### src/rtl/mem_lsu.sv
// Load/store initiator: byte/half/word loads and stores turned into 32-bit word accesses; sub-word stores use read-modify-write.
// Latency: load and word store 2 edges from accept to done; sub-word store 3 edges; a flagged misaligned access 1 edge.
// Backpressure: ready only in IDLE, busy stalls the pipeline; one request in flight; a new req may be taken in the done cycle.
//
// Ports:
//   clk, clrn                     clock (posedge) and asynchronous active-low reset
//   req, wr, size, sign_ext       request sampled when ready=1; size 00 byte, 01 half, 10/11 word
//   addr, wdata                   byte address, right-aligned store data
//   ready, busy, done, rdata, err handshake, completion pulse, load result (held), misalign flag
//   mem_we, mem_addr, mem_datain  word memory write strobe, word address, write data
//   mem_dataout                   combinational memory read data
//
// Optional feature: define MISALIGN_CHK_EN to flag misaligned half/word accesses with err instead of
// silently aligning them down.

module mem_lsu #(
    parameter int ADDR_W     = 32,
    parameter int BIG_ENDIAN = 0
) (
    input  logic              clk,
    input  logic              clrn,
    input  logic              req,
    input  logic              wr,
    input  logic [1:0]        size,
    input  logic              sign_ext,
    input  logic [ADDR_W-1:0] addr,
    input  logic [31:0]       wdata,
    output logic              ready,
    output logic              busy,
    output logic              done,
    output logic [31:0]       rdata,
    output logic              err,
    output logic              mem_we,
    output logic [ADDR_W-1:0] mem_addr,
    output logic [31:0]       mem_datain,
    input  logic [31:0]       mem_dataout
);

    localparam logic [2:0] S_IDLE   = 3'd0;
    localparam logic [2:0] S_RD     = 3'd1;
    localparam logic [2:0] S_WR     = 3'd2;
    localparam logic [2:0] S_RMW_RD = 3'd3;
    localparam logic [2:0] S_RMW_WR = 3'd4;

    logic [2:0]        state;
    logic [ADDR_W-1:0] addr_q;
    logic [31:0]       wdata_q;
    logic [1:0]        size_q;
    logic              wr_q;
    logic              sext_q;
    logic [31:0]       merge_q;

    // Physical bit position of a byte lane. Big-endian puts lane 0 in the top byte,
    // which is the same as inverting the lane index.
    function automatic logic [4:0] lane_pos(input logic [1:0] k);
        logic [1:0] p;
        p = (BIG_ENDIAN != 0) ? ~k : k;
        return {p, 3'b000};
    endfunction

    function automatic logic [7:0] get_lane(input logic [31:0] w, input logic [1:0] k);
        return w[lane_pos(k) +: 8];
    endfunction

    function automatic logic [31:0] set_lane(input logic [31:0] w, input logic [1:0] k,
                                             input logic [7:0] b);
        logic [31:0] r;
        r = w;
        r[lane_pos(k) +: 8] = b;
        return r;
    endfunction

    // Load result from the fetched word: pick lane(s) from the latched address, then extend.
    function automatic logic [31:0] extract(input logic [31:0] d, input logic [1:0] sz,
                                            input logic [1:0] a, input logic sx);
        logic [7:0]  b;
        logic [15:0] h;
        logic [1:0]  k;
        k = {a[1], 1'b0};
        b = get_lane(d, a);
        // Lower-numbered lane is the low half in little-endian and the high half in big-endian.
        h = (BIG_ENDIAN != 0) ? {get_lane(d, k), get_lane(d, k | 2'b01)}
                              : {get_lane(d, k | 2'b01), get_lane(d, k)};
        case (sz)
            2'b00:   return {{24{sx & b[7]}}, b};
            2'b01:   return {{16{sx & h[15]}}, h};
            default: return d;
        endcase
    endfunction

    // New word for a sub-word store: the read word with the addressed lane(s) replaced.
    function automatic logic [31:0] merge(input logic [31:0] d, input logic [1:0] sz,
                                          input logic [1:0] a, input logic [31:0] wd);
        logic [31:0] r;
        logic [1:0]  k;
        k = {a[1], 1'b0};
        r = d;
        if (sz == 2'b00) begin
            r = set_lane(r, a, wd[7:0]);
        end else if (BIG_ENDIAN != 0) begin
            r = set_lane(r, k, wd[15:8]);
            r = set_lane(r, k | 2'b01, wd[7:0]);
        end else begin
            r = set_lane(r, k, wd[7:0]);
            r = set_lane(r, k | 2'b01, wd[15:8]);
        end
        return r;
    endfunction

    logic misalign;
`ifdef MISALIGN_CHK_EN
    always_comb begin
        misalign = 1'b0;
        if (size == 2'b01)
            misalign = addr[0];
        else if (size[1])
            misalign = (addr[1:0] != 2'b00);
    end
`else
    assign misalign = 1'b0;
`endif

    always_ff @(posedge clk or negedge clrn) begin
        if (!clrn) begin
            state   <= S_IDLE;
            done    <= 1'b0;
            err     <= 1'b0;
            rdata   <= 32'd0;
            addr_q  <= '0;
            wdata_q <= 32'd0;
            size_q  <= 2'b00;
            wr_q    <= 1'b0;
            sext_q  <= 1'b0;
            merge_q <= 32'd0;
        end else begin
            // done/err are single-cycle pulses unless re-armed below.
            done <= 1'b0;
            err  <= 1'b0;
            case (state)
                S_IDLE: begin
                    if (req) begin
                        addr_q  <= addr;
                        wdata_q <= wdata;
                        size_q  <= size;
                        wr_q    <= wr;
                        sext_q  <= sign_ext;
                        if (misalign) begin
                            // Rejected without touching memory; rdata keeps its old value.
                            done <= 1'b1;
                            err  <= 1'b1;
                        end else if (!wr) begin
                            state <= S_RD;
                        end else if (size[1]) begin
                            state <= S_WR;
                        end else begin
                            state <= S_RMW_RD;
                        end
                    end
                end
                S_RD: begin
                    rdata <= extract(mem_dataout, size_q, addr_q[1:0], sext_q);
                    done  <= 1'b1;
                    state <= S_IDLE;
                end
                S_WR: begin
                    done  <= 1'b1;
                    state <= S_IDLE;
                end
                S_RMW_RD: begin
                    merge_q <= merge(mem_dataout, size_q, addr_q[1:0], wdata_q);
                    state   <= S_RMW_WR;
                end
                S_RMW_WR: begin
                    done  <= 1'b1;
                    state <= S_IDLE;
                end
                default: state <= S_IDLE;
            endcase
        end
    end

    // wr_q is kept for visibility of the in-flight request; the state already encodes direction.
    logic unused_wr;
    assign unused_wr = wr_q;

    assign ready    = (state == S_IDLE);
    assign busy     = ~ready;
    // Write strobe decoded from state alone so reset drops it immediately.
    assign mem_we   = (state == S_WR) || (state == S_RMW_WR);
    assign mem_addr = {addr_q[ADDR_W-1:2], 2'b00};

    always_comb begin
        mem_datain = 32'd0;
        if (state == S_WR)
            mem_datain = wdata_q;
        else if (state == S_RMW_WR)
            mem_datain = merge_q;
    end

endmodule

### config.mk
export PLATFORM = sky130hd
export DESIGN_NAME = mem_lsu
export DESIGN_NICKNAME = d
export VERILOG_FILES = /design/src/rtl/mem_lsu.sv
export SDC_FILE = /design/constraint.sdc
export NUM_CORES = 1
export LEC_CHECK = 0
export ABC_AREA = 1
export CELL_PAD_IN_SITES_DETAIL_PLACEMENT = 1
export CELL_PAD_IN_SITES_GLOBAL_PLACEMENT = 1
export CORE_UTILIZATION = 36
export CTS_BUF_LIST = sky130_fd_sc_hd__clkbuf_2 sky130_fd_sc_hd__clkbuf_4 sky130_fd_sc_hd__clkbuf_8
export CTS_CLUSTER_DIAMETER = 60
export DETAILED_ROUTE_END_ITERATION = 10
export MAX_ROUTING_LAYER = met4
export PLACE_DENSITY_LB_ADDON = 0.1
export SYNTH_ARGS = -nofsm -noshare
export SYNTH_HDL_FRONTEND = slang
export SYNTH_SLANG_ARGS = --single-unit
### constraint.sdc
create_clock -name clk -period 2.3 [get_ports clk]
set_input_delay 0.46 -clock clk [delete_from_list [all_inputs] [get_ports clk]]
set_output_delay 0.46 -clock clk [all_outputs]
set_load 0.1 [all_outputs]
==> results <==
Yosys cell counts:
library cell,n,area (µm²)
buf_2,24,120
buf_1,1,3.75
o21ai_0,100,500
inv_1,89,334
nor3_1,10,50.1
nor2_8,1,20.0
clkinv_2,1,5.00
o21ai_1,7,35.0
o211ai_1,32,240
o22a_1,1,8.76
nand4_1,1,6.26
buf_4,36,270
nand3_1,89,445
inv_2,5,18.8
conb_1,1,3.75
dfrtp_1,135,3380
ha_1,5,62.6
a21oi_1,104,521
o22ai_1,8,50.1
nand2_1,228,856
nand3_2,1,10.0
nor2_4,1,11.3
nor2_1,58,218
o21a_1,1,7.51
or2_1,1,6.26
clkbuf_2,2,10.0
nor3_4,1,16.3
nand2_2,3,18.8
buf_6,4,45.0
or2_2,16,100
nand2_4,1,11.3
clkbuf_1,29,109
how the worst max path moves through the flow:
stage,endpoint
after CTS,mem_datain[10]
after detailed placement,rdata[14]
after global routing,mem_datain[10]
final,mem_datain[10]
after floorplan,mem_datain[0]
after global placement,merge_q[10]
what timing repair did:
item / 4_1_cts / 5_1_grt
gates resized for setup: 7 / 4
cloned: 0 / 0
endpoints found under the setup margin: 20 / 19
hold endpoints to repair: 40 / 0
hold buffers: 1 / 0
buffers inserted: 0 / 0
metrics by stage:
step | TNS [ps] | instance area (µm²) | instances | hold slack, ps | setup slack, ps
after floorplan | -11800 | 7580 | 998 | 164 | -625
after global placement | 0 | 9790 | 1396 | 409 | 383
after detailed placement | 0 | 9790 | 1396 | 419 | 376
after CTS | -56.3 | 10200 | 1429 | 480 | -17.5
after global routing | -760 | 10200 | 1429 | 498 | -75.9
final | 0 | 10200 | 1429 | 475 | 20.5
area by class of cell:
cell class	count	share of cell area
clock buffer	18	0.0236
timing repair buffer	225	0.239
clock inverter	14	0.0126
sequential	135	0.330
inverter	95	0.0350
tap	270	0.0330
multi-input combinational	672	0.326
flip-flops by register name, summed over array words and instances, names as in the netlist:
signal and flops:
merge_q 32, done 1, addr_q 32, rdata 32, state 3, wdata_q 32
size_q 2, sext_q 1
cells by family after synthesis:
logic type,Yosys count
flops,135
fa+ha+maj,5
simple gates,411
buf+inv,191
compound gates,253
other cells,1
power by group:
group | switching, mW | total (mW) | internal, mW
Combinational | 4.32 | 5.77 | 1.45
Clock | 1.03 | 1.90 | 0.873
Sequential | 0.430 | 3.49 | 3.06
Total | 5.78 | 11.2 | 5.38
per-layer routing:
| metal | track usage | part of all wire | vias to the layer above |
|---|---|---|---|
| li1 | - | - | 3514 |
| met1 | 0.342 | 0.45 | 3509 |
| met2 | 0.400 | 0.47 | 181 |
| met3 | 0.0503 | 0.062 | 22 |
| met4 | 0.0578 | 0.013 | 0 |
| met5 | - | 0 | - |
cells in the final DEF, fill, tap and decap left out, types with 2 or more instances in the layout:
cell             synthesis  routed
a21oi_1                104     104
nand3_1                 89      87
inv_6                    0       2
nand3_2                  1       3
ha_1                     5       5
o21ai_1                  7      17
o21ai_2                  0      10
nor2_1                  58      58
o22ai_1                  8       3
o211ai_1                32      32
o21ai_0                100      76
clkdlybuf4s50_1          0     101
clkbuf_8                 0      17
buf_4                   36      82
inv_1                   89      89
nand2_1                228     227
o21ai_4                  0       4
nand2_4                  1       2
clkinv_4                 0       5
dfrtp_1                135     134
nor3_1                  10      10
clkinv_2                 1       4
conb_1                   1       3
clkinvlp_4               0       3
inv_2                    5       5
nand2_2                  3       3
buf_12                   0      39
or2_2                   16      16
o22ai_2                  0       5
worst reg2reg max path: stages, from the launching register on:
cell	delay [ps]
dfrtp_1	410
inv_1	170
nand2_4	200
inv_1	550
o21ai_0	200
o211ai_1	230
nand2_1	80
==> run metrics <==
Starting Density 0.369; pwr/cell area 1090 nW/µm²; Initial DRC Count 362; GRT Overall Usage 0.256; Final period util 0.991; # port buffers 200; Fin. Hold Viols 0; Synth Area in Compound Gates 0.182; warnings from Yosys 0; min Tclk post-route 2280 ps; Syn Inst Count 996; RSZ-0062 raised after global routing yes; WP depth 5; Highest Clock Rate 0.439 GHz; Critical Path RT 1840 ps; FF/Latch Area 3380 µm²; Relative slew margins 0.558; nets@finish 1254; via count 7226; Remaining Overflow, GRT 0; CTS H-tree depth 4; Cell Area, Synth 7490 µm²; Setup CP Type reg -> out; Seq/Total Area, Yosys 0.451; fin util 0.504; slowest CP cell dfrtp_1; Setup violations, final 0; first-pass GRT wire length 41.2 mm; Synth cell types 32; clock edge transition at the registers on the reported setup and hold paths 90 ps; Filler Cell Count 2516; max_cap viols 0; Startpoint Class register; fin. max-slew vios 0; reg-to-reg startpoint size_q[0]; cell leakage power 4.90 nW; drt drc 0; xor/xnor cell area share of the yosys netlist 0; adder-cell area share of the yosys netlist 0.00835; wire length per cell 18.2 µm; Pre-antenna DRT Iters 4; initial antenna violation count 0; Routed WL 26.1 mm; R2R depth 6; status finished clean; Synth Area in Simple Gates 0.236; Clock Skews 16.2 ps; overall die area 21400 µm²; layout overhead on the synthesized area 36.5%; post-route antenna net violation count 0; CP max stage delay 430 ps; Root Driver clkbuf_8; Final GP Congestion 0.839; critical register-to-register path endpoint merge_q[11]; worst path cell trace inv_1 -> nand3_2 -> buf_12 -> o21ai_1 -> buf_12; total power 11.2 mW; syn_area_per_cell 7.52 µm²; Hold Crit Class in -> async; most frequent cell on the critical path buf_12; vias in the first global route 7412; mux contribution to synthesized area 0; TritonCTS clock tree done; worst skew pair latency 450 ps; ANT cells 0; CTS buffer count 17; post-DP HPWL 19.1 mm; CP top delay family buffers and inverters; Slew @ Worst Pin 662 ps; io pins 204; crit path max fanout 34; Worst VDD drop 839 µV; Die Width 146 µm; Core Area 20300 µm²; Setup crit end kind output port; Multi-input gate area 3340 µm²; Core Rows 52; flop-to-flop setup slack 360 ps; layout cells sized above 1 0.179; Via density 5.06; largest family of logic cells by synthesized area simple AND/OR/NAND/NOR gates; WP data arrival 1820 ps; crit path buf inv count 3; Clock Path Buffers 2; CTS Sinks 135; largest net degree at the start of global routing 74; Chip Height 146 µm; crit path from state[0]; #FFs+latches synth 135
(Power assumes the default switching activity.)
